File: src/rtl/filter_read_controller.sv
// -----------------------------------------------------------------------------
// filter_read_controller
//
// Sequences the filter read address generator through every filter of a layer.
// For each pass it steps the element index `i`, the `is_second_filter` select
// and `current_filter_start_addr`. Normal mode reads one filter per group.
// Interleaved mode reads a filter pair per group, alternating the two filters
// element by element. Each read is offered with read_valid and advances only
// when read_ready accepts it.
//
// Ports
//   clk                        rising-edge clock
//   rst                        synchronous active-high reset
//   start                      one-cycle pass request, sampled only in IDLE
//   base_addr                  start address of the first filter (latched)
//   filter_size                elements per filter (latched)
//   num_groups                 groups to read (latched)
//   interleaved_mode           pairwise interleaved read order (latched)
//   read_ready                 downstream accepts the current read
//   read_valid                 index/select/address form a valid read
//   current_filter_start_addr  start address of the current group
//   i                          element index within the filter
//   is_second_filter           selects the odd filter of an interleaved pair
//   group_last                 marks the last read of a group
//   busy                       high outside IDLE
//   done                       one-cycle pulse at the end of a pass
// -----------------------------------------------------------------------------
module filter_read_controller #(
  parameter int ADDR_WIDTH = 16,
  parameter int I_WIDTH    = 4,
  parameter int CNT_WIDTH  = 8
) (
  input  logic                  clk,
  input  logic                  rst,
  input  logic                  start,
  input  logic [ADDR_WIDTH-1:0] base_addr,
  input  logic [I_WIDTH-1:0]    filter_size,
  input  logic [CNT_WIDTH-1:0]  num_groups,
  input  logic                  interleaved_mode,
  input  logic                  read_ready,
  output logic                  read_valid,
  output logic [ADDR_WIDTH-1:0] current_filter_start_addr,
  output logic [I_WIDTH-1:0]    i,
  output logic                  is_second_filter,
  output logic                  group_last,
  output logic                  busy,
  output logic                  done
);

  typedef enum logic [1:0] {
    ST_IDLE,
    ST_READ,
    ST_DONE
  } state_t;

  state_t                r_state;

  // Configuration captured at start; inputs may change freely during a pass.
  logic [I_WIDTH-1:0]    r_size;
  logic [CNT_WIDTH-1:0]  r_groups;
  logic                  r_mode;

  logic [CNT_WIDTH-1:0]  r_cnt;
  logic [ADDR_WIDTH-1:0] r_addr;
  logic [I_WIDTH-1:0]    r_i;
  logic                  r_sec;
  logic                  r_valid;
  logic                  r_last;
  logic                  r_busy;
  logic                  r_done;

  logic                  w_accept;
  logic [I_WIDTH-1:0]    w_size_m1;
  logic                  w_end_of_i;
  logic                  w_group_wrap;
  logic                  w_pass_end;
  logic [ADDR_WIDTH-1:0] w_stride;
  logic [I_WIDTH-1:0]    w_next_i;
  logic                  w_next_sec;
  logic [ADDR_WIDTH-1:0] w_next_addr;
  logic [CNT_WIDTH-1:0]  w_next_cnt;
  logic                  w_next_last;

  assign w_accept = r_valid && read_ready;

  // Next read position, evaluated every cycle and committed only on acceptance.
  always_comb begin
    // NOTE: every always_comb output gets a default first so no path can
    // leave it unassigned and infer a latch.
    w_next_i    = r_i;
    w_next_sec  = r_sec;
    w_next_addr = r_addr;
    w_next_cnt  = r_cnt;

    // r_size is never zero while in READ, so size-1 cannot underflow there.
    w_size_m1  = r_size - I_WIDTH'(1);
    w_end_of_i = (r_i == w_size_m1);

    // Group stride: one filter, or a filter pair, formed at address width so
    // the doubling cannot overflow the narrow size field.
    w_stride = r_mode ? (ADDR_WIDTH'(r_size) << 1) : ADDR_WIDTH'(r_size);

    // The current read closes its group; this equals the registered group_last.
    w_group_wrap = w_end_of_i && (!r_mode || r_sec);
    w_pass_end   = w_group_wrap && (r_cnt == r_groups - CNT_WIDTH'(1));

    if (r_mode && !r_sec) begin
      // First filter of the pair: switch to its partner at the same index.
      w_next_sec = 1'b1;
    end else begin
      w_next_sec = 1'b0;
      if (!w_end_of_i) begin
        w_next_i = r_i + I_WIDTH'(1);
      end else begin
        w_next_i    = '0;
        w_next_addr = r_addr + w_stride;
        w_next_cnt  = r_cnt + CNT_WIDTH'(1);
      end
    end

    // group_last is registered, so it is predicted from the next position.
    w_next_last = (w_next_i == w_size_m1) && (!r_mode || w_next_sec);
  end

  always_ff @(posedge clk) begin
    if (rst) begin
      // NOTE: sequential state uses non-blocking assignments so every register
      // samples pre-edge values regardless of statement order.
      r_state  <= ST_IDLE;
      r_size   <= '0;
      r_groups <= '0;
      r_mode   <= 1'b0;
      r_cnt    <= '0;
      r_addr   <= '0;
      r_i      <= '0;
      r_sec    <= 1'b0;
      r_valid  <= 1'b0;
      r_last   <= 1'b0;
      r_busy   <= 1'b0;
      r_done   <= 1'b0;
    end else begin
      case (r_state)
        ST_IDLE: begin
          r_done <= 1'b0;
          if (start) begin
            r_size   <= filter_size;
            r_groups <= num_groups;
            r_mode   <= interleaved_mode;
            r_busy   <= 1'b1;
            if ((filter_size == '0) || (num_groups == '0)) begin
              // Empty pass: report completion without issuing any read.
              r_state <= ST_DONE;
              r_done  <= 1'b1;
            end else begin
              r_state <= ST_READ;
              r_i     <= '0;
              r_sec   <= 1'b0;
              r_addr  <= base_addr;
              r_cnt   <= '0;
              r_valid <= 1'b1;
              // Only a one-element filter in normal mode ends its group on
              // the very first read.
              r_last  <= (filter_size == I_WIDTH'(1)) && !interleaved_mode;
            end
          end
        end

        ST_READ: begin
          if (w_accept) begin
            // Position advances even on the final read so the last address
            // remains visible after the pass.
            r_i    <= w_next_i;
            r_sec  <= w_next_sec;
            r_addr <= w_next_addr;
            r_cnt  <= w_next_cnt;
            if (w_pass_end) begin
              r_state <= ST_DONE;
              r_valid <= 1'b0;
              r_last  <= 1'b0;
              r_done  <= 1'b1;
            end else begin
              r_last <= w_next_last;
            end
          end
        end

        ST_DONE: begin
          r_state <= ST_IDLE;
          r_done  <= 1'b0;
          r_busy  <= 1'b0;
        end

        default: begin
          r_state <= ST_IDLE;
          r_valid <= 1'b0;
          r_last  <= 1'b0;
          r_busy  <= 1'b0;
          r_done  <= 1'b0;
        end
      endcase
    end
  end

  assign read_valid                = r_valid;
  assign current_filter_start_addr = r_addr;
  assign i                         = r_i;
  assign is_second_filter          = r_sec;
  assign group_last                = r_last;
  assign busy                      = r_busy;
  assign done                      = r_done;

endmodule

File: config.mk
export PLATFORM = sky130hd
export DESIGN_NAME = filter_read_controller
export DESIGN_NICKNAME = d
export VERILOG_FILES = /design/src/rtl/filter_read_controller.sv
export SDC_FILE = /design/constraint.sdc
export NUM_CORES = 1
export LEC_CHECK = 0
export ABC_AREA = 1
export BUFFER_PORTS_ARGS = -buffer_cell sky130_fd_sc_hd__buf_4
export CORE_UTILIZATION = 40
export CTS_CLUSTER_DIAMETER = 120
export CTS_CLUSTER_SIZE = 24
export DETAILED_ROUTE_END_ITERATION = 12
export PLACE_DENSITY = 0.59
export SYNTH_ARGS = -nofsm -noshare
export SYNTH_HDL_FRONTEND = slang
export SYNTH_SLANG_ARGS = --single-unit
File: constraint.sdc
create_clock -name clk -period 6.5 [get_ports clk]
set_input_delay 0.975 -clock clk [delete_from_list [all_inputs] [get_ports clk]]
set_output_delay 0.975 -clock clk [all_outputs]
set_load 0.1 [all_outputs]
==> metrics.txt <==
Mapped Cells=490; post-CTS setup buffers=0; Max Root-Sink Buffers=2; ANT nets after route=0; Core Box Area=0.00769 mm2; R2R cell count=13; Leak Pwr=1.66 nW; CTS tree=built; die area=0.00831 mm2; Critical Path Stages=13; multiplexer area fraction after synthesis=0; first-pass GRT wire length=13500 um; setup slack, reg-to-reg=3.55 ns; Synth area leaders=dfxtp_1 30%, nand2_1 15%, nor2_1 6.7%; Clock Power Share=0.109; Remaining Overflow, GRT=0; # resized after CTS=0; Critical-path top delay cell=a21oi_4; syn_area_per_cell=6.49 um2; Setup crit start=r_size[0]; Hold WC Path Type=reg2reg; final hold vios=0; Async SR Flop Fraction=0; xor and xnor fraction of the mapped netlist area=0.0524; CTS Root Cell=clkbuf_8; Sink Count=48; EDFF count, synth=0; largest net degree at the start of global routing=27; largest family of logic cells by synthesized area=simple AND/OR/NAND/NOR gates; CP max FO=26; Buf+Inv Stages, Crit Path=3; CP peak stage delay=0.75 ns; Sequential Power Share=0.271; Max rail drop VDD=0.000294 V; Max Clock Freq=339 MHz; Final Total Pwr=0.00170 W; R2R Path End=current_filter_start_addr[11]; commonest non-fill, non-tap cells in the layout=131 x nand2_1, 57 x nor2_1, 57 x buf_4, 54 x inv_1, 48 x dfxtp_1; DR pass1 iterations=4; HPWL Detailed=5970 um; worst r2r src=r_size[0]; Simple-Gate Fraction of Synth Area=0.337; I/O pin count=58; Worst Setup EP=current_filter_start_addr[11]; CTS clock-pin slew for the worst setup and hold paths=0.09 ns; total CTS buffers=5; DR vias=3214; Cell Area, Synth=0.00318 mm2; Switch Pwr=0.000970 W; post-synth cell types=39; Sw Ratio=0.569; Tcrit/Tclk final=0.454; Synth Flop Type=dfxtp_1; Fin Setup TNS=0 ns; CP Cell Sequence=inv_2, ha_1, inv_1, nand2_1, nand2_1, nand3_1, nor2_1, nand3_2, a21oi_4, inv_4, nor2_1, o21ai_0, a21oi_1; area leader, netlist=dfxtp_1; PD cells=457 mW/mm2; synth-to-layout area growth=17.4%; status=complete, no violations; Reg area=961 um2; CP Launch Type=register; adder-cell share of the synthesized area=0.0417; htree depth=2; Yosys reg bits=48; Synth top area share=0.302; Initial Utilization=0.413; initial antenna violation count=0; Final setup violation count=0; DR vias/cell=5.02; WP data arrival=3.18 ns; total of max-cap violations=0; fin crit period=2.95 ns; fraction of layout cells with a size suffix above 1=0.158; final WL=8030 um; Core Rows=32; fin. max-slew vios=0; commonest non-fill, non-tap cell in the layout=nand2_1; Clock Latency Late Sink=0.30 ns; Logic pwr share=0.621; CP required=6.73 ns; RD Place Congestion=0.872; critical path type=reg2reg; Nets=580; gr usage total=0.199; hold_buf cts=0; DRC violations left=0; vias in the first global route=2918; slew of the pin with the lowest slew margin=0.820 ns; drt wl/cell=12.5 um; DIE WIDTH=91.1 um; Port Buffer Count=57; sequential fraction of the synthesis area=0.302; Iteration-0 DRC Markers=106; crit end category=register; Worst Skew=0.00592 ns; Rel. slew slack=0.452; Ys Warns=0; Syn Nets=533; Die Ht=91.1 um; CP top delay family=compound AO/OA/AOI/OAI gates; multi-input logic area=0.00191 mm2; ANT cells=0; fill cell count=816; RSZ-0062 raised after global routing=false; Compound-Gate Fraction of Synth Area=0.169; internal power=0.000735 W
==> synth_stat cells (3+ instances only) <==
library cell	n
nand2_1	131
nor2_1	57
inv_1	54
dfxtp_1	48
a21oi_1	42
o21ai_0	28
nand3_1	25
xor2_1	12
clkbuf_1	11
nor3_1	11
ha_1	9
o211ai_1	9
xnor2_1	7
nand4_1	6
buf_6	4
nand2_2	4
o21ai_1	3
o31ai_1	3
==> worst register-to-register path: cells and delay by family (launching register included) <==
kind	cells	cell delay, ns
adders and majority gates	1	0.34
AOI/OAI and AO/OA	3	1.00
and+or+nand+nor	6	0.73
buffers and inverters	3	0.45
DFF	1	0.37
==> metal layers <==
| metal | up-vias | track usage | routed length [um] |
|---|---|---|---|
| li1 | 1681 | - | - |
| met1 | 1461 | 0.264 | 3780 |
| met2 | 65 | 0.335 | 3850 |
| met3 | 7 | 0.0343 | 321 |
| met4 | 0 | 0.0437 | 69 |
| met5 | - | 0 | 0 |
==> state kept, by name, summed over array words and instances (netlist names) <==
register                   count
i                              4
done                           1
r_cnt                          8
busy                           1
r_groups                       8
is_second_filter               1
r_size                         4
r_state                        2
r_mode                         1
group_last                     1
read_valid                     1
current_filter_start_addr     16
==> power groups by stage <==
stage | sequential (W) | clock [W] | combinational (W)
after floorplan | 0.000778 | 0 | 0.000559
after global placement | 0.000469 | 0 | 0.00105
after detailed placement | 0.000468 | 0 | 0.00106
after CTS | 0.000462 | 0.000193 | 0.00106
after global routing | 0.000476 | 0.000203 | 0.00116
final | 0.000461 | 0.000185 | 0.00106
==> worst min path at each step <==
stage	start	slack [ns]	cells after the start	endpoint
after CTS	busy	0.48	2	busy
after detailed placement	busy	0.47	2	busy
after global placement	busy	0.46	2	busy
final	busy	0.48	2	busy
after floorplan	r_groups[1]	0.47	2	r_groups[1]
after global routing	busy	0.51	2	busy
==> stage by stage <==
step | hold slack (ns) | worst slack (ns) | utilization | area, um2 | std cells
after global routing | 0.511 | 3.25 | 0.485 | 3730 | 640
after floorplan | 0.467 | 3.62 | - | 3180 | 490
after global placement | 0.456 | 3.57 | 0.473 | 3640 | 632
after detailed placement | 0.466 | 3.45 | 0.473 | 3640 | 632
final | 0.476 | 3.55 | 0.485 | 3730 | 640
after CTS | 0.480 | 3.53 | 0.485 | 3730 | 640
==> layout make-up <==
type	instances	share of cell area
sequential	48	0.258
inverter	57	0.0580
clock buffer	6	0.0221
timing repair buffer	57	0.115
clock inverter	2	0.00268
multi-input combinational	368	0.511
tap	102	0.0342
==> logic make-up (layout without fill, tap and decap cells) <==
| kind of cell | after synthesis | in the layout |
|---|---|---|
| AO/OA/AOI/OAI | 92 | 92 |
| XOR/XNOR | 19 | 19 |
| adder cells (fa/ha/maj) | 10 | 10 |
| buffers and inverters | 74 | 122 |
| flip-flops | 48 | 48 |
| AND/OR/NAND/NOR | 247 | 247 |
(Power assumes the default switching activity.)
